$ cat src/rtl/t07_mmio_ctrl.sv
// CPU-side MMIO controller: decodes a latched request to wishbone, register or TFT targets and stalls the CPU until the target completes.
// Minimum 3 cycles request-to-idle (2 for illegal accesses); optional WAIT timeout under T07_MMIO_TIMEOUT_EN.
module t07_mmio_ctrl #(
    parameter int unsigned ADDR_W      = 32,
    parameter int unsigned DATA_W      = 32,
    parameter int unsigned INSTR_TOP   = 1024,
    parameter int unsigned REG_TOP     = 1056,
    parameter int unsigned DMEM_TOP    = 1792,
    parameter int unsigned TFT_TOP     = 2047,
    parameter logic [7:0]  WB_PREFIX   = 8'h33,
    parameter int unsigned TIMEOUT_CYC = 255
) (
    input  logic              clk,
    input  logic              rst,
    input  logic [ADDR_W-1:0] cpu_addr_i,
    input  logic [DATA_W-1:0] cpu_wdata_i,
    input  logic [1:0]        cpu_rwi_i,
    output logic [DATA_W-1:0] cpu_instr_o,
    output logic [DATA_W-1:0] cpu_rdata_o,
    output logic              cpu_busy_o,
    output logic              cpu_err_o,
    input  logic [DATA_W-1:0] wb_data_i,
    input  logic              wb_busy_i,
    output logic              wb_read_o,
    output logic              wb_write_o,
    output logic [ADDR_W-1:0] wb_addr_o,
    output logic [DATA_W-1:0] wb_wdata_o,
    input  logic [DATA_W-1:0] reg_data_i,
    input  logic              reg_ack_i,
    output logic              reg_read_o,
    output logic [4:0]        reg_addr_o,
    input  logic              tft_ack_i,
    output logic              tft_write_o,
    output logic [ADDR_W-1:0] tft_addr_o,
    output logic [DATA_W-1:0] tft_data_o
);

    typedef enum logic [1:0] {S_IDLE, S_ISSUE, S_WAIT, S_DONE} state_t;
    typedef enum logic [2:0] {R_INSTR, R_REG, R_DMEM, R_TFT, R_UNMAP} region_t;

    localparam logic [1:0]        RWI_FETCH = 2'b11;
    localparam logic [1:0]        RWI_LOAD  = 2'b10;
    localparam logic [1:0]        RWI_STORE = 2'b01;
    localparam logic [DATA_W-1:0] POISON    = DATA_W'(32'hDEADBEEF);

    function automatic region_t decode(input logic [ADDR_W-1:0] a);
        if (a <= ADDR_W'(INSTR_TOP))     return R_INSTR;
        else if (a <= ADDR_W'(REG_TOP))  return R_REG;
        else if (a <= ADDR_W'(DMEM_TOP)) return R_DMEM;
        else if (a <= ADDR_W'(TFT_TOP))  return R_TFT;
        else                             return R_UNMAP;
    endfunction

    function automatic logic is_legal(input logic [1:0] rwi, input region_t r);
        case (r)
            R_INSTR: return rwi != RWI_STORE;
            R_REG:   return rwi == RWI_LOAD;
            R_DMEM:  return rwi != RWI_FETCH;
            R_TFT:   return rwi == RWI_STORE;
            default: return 1'b0;
        endcase
    endfunction

    state_t      state_q, state_d;
    region_t     region_q;
    logic [1:0]  rwi_q;
    logic        legal_q;
    logic        seen_q;
    logic        err_q;
    logic [DATA_W-1:0] instr_q, rdata_q, wb_wdata_q, tft_data_q;
    logic [ADDR_W-1:0] wb_addr_q, tft_addr_q;
    logic [4:0]  reg_addr_q;

    region_t     dec_region;
    logic        dec_legal;
    logic        accept;
    logic        is_wb;
    logic        complete;
    logic        timeout;

    assign dec_region = decode(cpu_addr_i);
    assign dec_legal  = is_legal(cpu_rwi_i, dec_region);
    assign accept     = (state_q == S_IDLE) && (cpu_rwi_i != 2'b00);
    assign is_wb      = (region_q == R_INSTR) || (region_q == R_DMEM);

    // Wishbone completion needs a busy phase first, so a slave that is slow to raise busy is not mistaken for done.
    always_comb begin
        complete = 1'b0;
        if (state_q == S_WAIT) begin
            if (is_wb)                    complete = seen_q && !wb_busy_i;
            else if (region_q == R_REG)   complete = reg_ack_i;
            else                          complete = tft_ack_i;
        end
    end

`ifdef T07_MMIO_TIMEOUT_EN
    localparam int unsigned CNT_W = $clog2(TIMEOUT_CYC + 1);
    logic [CNT_W-1:0] cnt_q;

    assign timeout = (state_q == S_WAIT) && !complete && (cnt_q == CNT_W'(TIMEOUT_CYC - 1));

    always_ff @(posedge clk) begin
        if (rst)                   cnt_q <= '0;
        else if (state_q == S_WAIT) cnt_q <= cnt_q + CNT_W'(1);
        else                       cnt_q <= '0;
    end
`else
    assign timeout = 1'b0;
`endif

    always_ff @(posedge clk) begin
        if (rst) state_q <= S_IDLE;
        else     state_q <= state_d;
    end

    always_comb begin
        state_d = state_q;
        case (state_q)
            S_IDLE:  if (accept) state_d = S_ISSUE;
            S_ISSUE: state_d = legal_q ? S_WAIT : S_DONE;
            S_WAIT:  if (complete || timeout) state_d = S_DONE;
            default: state_d = S_IDLE;
        endcase
    end

    always_comb begin
        cpu_busy_o  = accept || (state_q == S_ISSUE) || (state_q == S_WAIT);
        wb_read_o   = 1'b0;
        wb_write_o  = 1'b0;
        reg_read_o  = 1'b0;
        tft_write_o = 1'b0;
        if (state_q == S_ISSUE && legal_q) begin
            case (region_q)
                R_INSTR, R_DMEM: begin
                    wb_read_o  = (rwi_q != RWI_STORE);
                    wb_write_o = (rwi_q == RWI_STORE);
                end
                R_REG:   reg_read_o  = 1'b1;
                R_TFT:   tft_write_o = 1'b1;
                default: ;
            endcase
        end
    end

    always_ff @(posedge clk) begin
        if (rst) begin
            region_q   <= R_UNMAP;
            rwi_q      <= 2'b00;
            legal_q    <= 1'b0;
            seen_q     <= 1'b0;
            err_q      <= 1'b0;
            instr_q    <= POISON;
            rdata_q    <= POISON;
            wb_addr_q  <= '0;
            wb_wdata_q <= '0;
            reg_addr_q <= '0;
            tft_addr_q <= '0;
            tft_data_q <= '0;
        end else begin
            if (accept) begin
                region_q <= dec_region;
                rwi_q    <= cpu_rwi_i;
                legal_q  <= dec_legal;
                seen_q   <= 1'b0;
                err_q    <= 1'b0;
                // Only the selected target's bus is reloaded; the others keep their last transaction.
                if (dec_legal) begin
                    case (dec_region)
                        R_INSTR, R_DMEM: begin
                            wb_addr_q <= {WB_PREFIX, cpu_addr_i[ADDR_W-9:0]};
                            if (cpu_rwi_i == RWI_STORE) wb_wdata_q <= cpu_wdata_i;
                        end
                        R_REG: reg_addr_q <= cpu_addr_i[4:0];
                        R_TFT: begin
                            tft_addr_q <= cpu_addr_i;
                            tft_data_q <= cpu_wdata_i;
                        end
                        default: ;
                    endcase
                end
            end
            if ((state_q == S_ISSUE || state_q == S_WAIT) && wb_busy_i) seen_q <= 1'b1;
            if ((state_q == S_ISSUE && !legal_q) || timeout) begin
                err_q <= 1'b1;
                if (rwi_q == RWI_FETCH) instr_q <= POISON;
                else                    rdata_q <= POISON;
            end else if (complete) begin
                if (is_wb && rwi_q == RWI_FETCH)     instr_q <= wb_data_i;
                else if (is_wb && rwi_q == RWI_LOAD) rdata_q <= wb_data_i;
                else if (region_q == R_REG)          rdata_q <= reg_data_i;
            end
        end
    end

    assign cpu_err_o   = err_q;
    assign cpu_instr_o = instr_q;
    assign cpu_rdata_o = rdata_q;
    assign wb_addr_o   = wb_addr_q;
    assign wb_wdata_o  = wb_wdata_q;
    assign reg_addr_o  = reg_addr_q;
    assign tft_addr_o  = tft_addr_q;
    assign tft_data_o  = tft_data_q;

endmodule

$ cat config.mk
export PLATFORM = sky130hd
export DESIGN_NAME = t07_mmio_ctrl
export DESIGN_NICKNAME = d
export VERILOG_FILES = /design/src/rtl/t07_mmio_ctrl.sv
export SDC_FILE = /design/constraint.sdc
export NUM_CORES = 1
export LEC_CHECK = 0
export ABC_AREA = 1
export CAP_MARGIN = 0
export CORE_UTILIZATION = 44
export CTS_CLUSTER_SIZE = 8
export DETAILED_ROUTE_END_ITERATION = 10
export GPL_TIMING_DRIVEN = 0
export PLACE_DENSITY_LB_ADDON = 0.08
export SYNTH_ARGS = -nofsm -noshare
export SYNTH_HDL_FRONTEND = slang
export SYNTH_SLANG_ARGS = --single-unit
$ cat constraint.sdc
create_clock -name clk -period 2.4 [get_ports clk]
set_input_delay 0.24 -clock clk [delete_from_list [all_inputs] [get_ports clk]]
set_output_delay 0.24 -clock clk [all_outputs]
set_load 0.005 [all_outputs]
## Word level (Yosys, flattened, before mapping)

Index checks and enable logic that the tools add are counted.

| storage, ports and cells | value |
|---|---|
| logic and storage cells | 102 |
| output and inout port bits | 203 |
| input port bits | 135 |
| register bits | 200 |

| operators by class | value |
|---|---|
| mux-type cells | 33 |
| equal/unequal tests | 21 |
| magnitude comparators | 4 |
| reductions and logical operators | 31 |

Operators with widths:

| operator | number |
|---|---|
| 32-bit 2-to-1 mux | 10 |
| 32-bit by 11-bit less-or-equal comparator with 1-bit output, second input constant | 4 |
| 1-bit 2-to-1 mux | 15 |
| 3-bit by 2-bit == test with 1-bit output, second input constant | 4 |
| 3-bit 2-to-1 mux | 4 |
| 3-bit AND reduction | 4 |
| 2-bit != test, second input constant | 5 |
| 2-bit nonzero test | 5 |
| 2-bit == test, second input constant | 4 |
| 4-bit AND reduction | 2 |
| 1-bit logical AND | 7 |
| 2-bit by 1-bit == test with 1-bit output, second input constant | 3 |
| 3-bit by 1-bit == test with 1-bit output, second input constant | 2 |
| 3-bit zero test | 2 |
| 2-bit by 1-bit != test with 1-bit output, second input constant | 3 |
| 2-bit case mux with 3 select lines | 1 |
| 1-bit logical OR | 4 |
| 2-bit 2-to-1 mux | 2 |
| 1-bit case mux with 4 select lines | 1 |
| 2-bit OR reduction | 2 |
| 3-bit nonzero test | 1 |
| 1-bit zero test | 2 |
| 2-bit zero test | 1 |
| 2-bit AND reduction | 1 |

## Longest topological paths before layout

| depth | value |
|---|---|
| depth after elaboration | 8 |
| depth in mapped cells | 15 |
| mapped depth without buffers | 14 |

## Worst setup path after synthesis

No wires, ideal clock.

| timing path | value |
|---|---|
| path type | reg2reg |
| start point | register state_q[1] |
| end point | register rdata_q[29] (netlist: cpu_rdata_o[29]) |
| data required time | 2279 ps |
| slack | 530 ps |
| stages on the path, launching flop included | 13 |
| arrival time | 1748 ps |
| path buffers | 2 |
| cell sequence | dfxtp_1 > inv_1 > ha_1 > inv_1 > nor2_1 > buf_2 > nor2_2 > a21oi_1 > nand2_1 > inv_2 > buf_2 > o21ai_0 > a21oi_1 |

| on the way | value |
|---|---|
| longest elaborated chain between the ends | 4 |

RTL lines:

| what | line | source |
|---|---|---|
| start, declared | 64 | `state_t state_q, state_d;` |
| start signal, assigned | 113 | `else state_q <= state_d;` |
| 2-bit by 1-bit == test with 1-bit output or 2-bit == test (tied branches) | 183, 89 |  |
| 1-bit logical AND or 1-bit 2-to-1 mux (tied branches) | 183, 89 |  |
| 2-bit != test (no line), or another cell as far along | - |  |
| 4-bit AND reduction (no line) | - |  |
| end signal, assigned | 189 | `else if (is_wb && rwi_q == RWI_LOAD) rdata_q <= wb_data_i;` |
| end signal, assigned | 190 | `else if (region_q == R_REG) rdata_q <= reg_data_i;` |
| end, declared | 70 | `logic [DATA_W-1:0] instr_q, rdata_q, wb_wdata_q, tft_data_q;` |

Several ways; a longest one is shown, not always the timed one.
A chain may end at the register's enable or synchronous reset.

## Final worst setup path

| timing path | value |
|---|---|
| start point | register state_q[1] |
| end point | output port wb_read_o |

| on the way | value |
|---|---|
| longest elaborated chain between the ends | 3 |

RTL lines:

| what | line | source |
|---|---|---|
| 2-bit by 1-bit == test with 1-bit output | 132 | `if (state_q == S_ISSUE && legal_q) begin` |
| 1-bit logical AND | 132 |  |
| 1-bit 2-to-1 mux | 132 |  |
| end, declared | 24 | `output logic wb_read_o,` |

No other way between the ends.

==> results.toml <==
[status]
status = "completed"

[power]
finalPower_mw = 8.592
irDropWorstVdd_mv = 0.5224
cellPowerDensity_mw_per_mm2 = 675.1
leakage_nw = 5.412

[finish]
fin_area_mm2 = 0.01273
regArea_mm2 = 0.004004
drive_above_1_share = 0.06109
area_delta_synth_final_pct = 50.52
multi_input_area_mm2 = 0.003339
n_antenna_cell = 0
nFillCells = 1668
final_nets = 1681

[global_route]
antenna_found_initial = 0
grt_pass1_vias = 8341
grt_max_degree = 22
grt_pass1_wl_mm = 42.44
track_usage = 0.2735
grt_overflow_total = 0

[place]
io_buffers = 332
gp_congestion = 0.8433
dpl_cell_area_mm2 = 0.01208
dpl.hpwl_mm = 20.77
pre_cts_ws_ps = -192.4

[setup_path]
path_class = "reg2out"
cp_data_arrival_time_ps = 2030
critPathRequiredTime_ps = 2160
start_kind = "flip-flop"
worstPathMaxFanout = 4
cp-end-kind = "output pin"
ff2ff_setup_slack_ps = 210
cp_slowest_cell = "clkdlybuf4s50_1"
max_stage_delay_ps = 600
path_cells = "inv_1 > ha_1 > nand2_1 > a211oi_1 > clkdlybuf4s50_1"

[logic_synthesis]
synth_cells = 1186
synth_top_area_frac = 0.4735
yosysMostFrequentCell = "nand2_1"
synth_area_leaders = "dfxtp_1 (47%), nand2_1 (11%), inv_1 (8.2%)"
yosysWarnings = 0
yosysSeqAreaShare = 0.4735
synth_largest_area_cell = "dfxtp_1"
synthArstFlopShare = 0
synth.distinct_cells = 34
syn_area_mm2 = 0.008456
synth-edff-count = 0
synthTopCellsByCount = "nand2_1 (256), dfxtp_1 (200), inv_1 (184), nor2_1 (133), a21oi_1 (82)"
ys.flop_type = "dfxtp_1"
ys_ff_latch = 200
syn_area_per_cell_um2 = 7.130

[floorplan]
design.core.area_mm2 = 0.01877
initial_core_util = 0.4505
die-area_mm2 = 0.01978
rows = 50
io_pins = 338
die_w_um = 140.6
fp.dieH_um = 140.6

[sta]
fin_crit_sh = 0.9448
worstMarginPinSlew_ps = 778.4
max_freq_mhz = 441.0
rsz0062_at_grt = "false"
hold_viol = 0
tns_ps = 0
layout_min_cycle_time_ps = 2268
layout_setup_ws_ps = 132.5
setup_viol = 0
clock_skew_ps = 14.34
relSlewSlack = 0.4811
slew_viol_final = 0
whs_ps = 403.2

[drt]
drc_errors = 0
viasPerCell = 4.963
drt_wl_total_mm = 27.34
wl_per_cell_um = 15.28
ant_nets = 0
drt_iter0_markers = 403
vias = 8878
drtPass1Iterations = 5

[clock_network]
clockRootBuffer = "clkbuf_16"
cts-buffers-inserted = 17
htreeDepth = 4
holdBufCountCts = 0
clock_path_buffers = 2
clkTransAtPathRegs_ps = 70
cts.sinks = 200
cts_tree = "built"
clk_latency_ps = 440

[min_path]
hold_class = "in2reg"

[run]
cap_violations = 0
[per-stage QoR]
stage | std cells | utilization
detailed placement | 1755 | 0.6438
global route | 1789 | 0.6781
global placement | 1755 | 0.6438
finish | 1789 | 0.6781
floorplan | 1189 | -
CTS | 1788 | 0.6766
[logic make-up after synthesis]
kind of cell,share of synthesized area
AO/OA/AOI/OAI,0.1105
other,0.0004435
AND/OR/NAND/NOR,0.2743
flip-flops,0.4735
adder cells (fa/ha/maj),0.005919
buffers and inverters,0.1352
[where the power goes]
part           switching (mW)  internal (mW)
logic                    1.16          0.888
registers               0.135           3.53
clock network            1.46           1.42
[worst paths after layout]
| kind | start | depth (start not counted) | endpoint |
|---|---|---|---|
| min reg2reg | wb_addr_o[20] | 2 | wb_addr_o[20] |
| max reg2reg | region_q[0] | 11 | cpu_instr_o[28] |
| min | wb_data_i[17] | 3 | cpu_instr_o[17] |
| max | state_q[1] | 5 | wb_read_o |
[final cells by class]
| type | count | share of cell area |
|---|---|---|
| timing repair buffer | 334 | 0.2625 |
| clock buffer | 17 | 0.03343 |
| buffer | 81 | 0.03274 |
| inverter | 195 | 0.05771 |
| multi-input combinational | 713 | 0.2624 |
| clock inverter | 15 | 0.01366 |
| tap | 234 | 0.02300 |
| sequential | 200 | 0.3146 |
[worst max-delay path: cells and delay by family, from the launching register on]
| family | cells | cell delay (ps) |
|---|---|---|
| buf+inv | 2 | 710 |
| fa+ha+maj | 1 | 180 |
| compound gates | 1 | 260 |
| flops | 1 | 330 |
| simple gates | 1 | 120 |
[metal layers]
layer | vias to the layer above | part of all wire | track usage
met5 | - | 0 | 0
met4 | 0 | 0.032 | 0.1127
met3 | 52 | 0.080 | 0.07541
met2 | 335 | 0.48 | 0.4692
met1 | 4043 | 0.41 | 0.3219
li1 | 4448 | - | -
[repair_timing]
action / in CTS / in global routing
resized for setup: 2 / 9
endpoints found under the setup margin: 11 / 42
pin swaps: 0 / 1
buffers inserted: 1 / 1
[placed cells by master (no fill, tap or decap), types with 15 or more instances in the layout]
master           count
clkbuf_1            35
nand3_1             64
inv_1              183
nor2_1             133
clkbuf_16           17
a21oi_1             82
o22ai_1             25
nand2_1            255
nand4_1             47
a211oi_1            15
o21ai_0             37
dfxtp_1            200
clkdlybuf4s50_1    331
and3_1              21
buf_2               18
[flip-flops by register name, summed over array words and instances (netlist names), 2 cells and up]
name and cells:
wb_addr_o 25, region_q 3, rwi_q 2, tft_data_o 32
wb_wdata_o 32, reg_addr_o 5, cpu_instr_o 32, tft_addr_o 32
cpu_rdata_o 32, state_q 2
(Power assumes the default switching activity.)
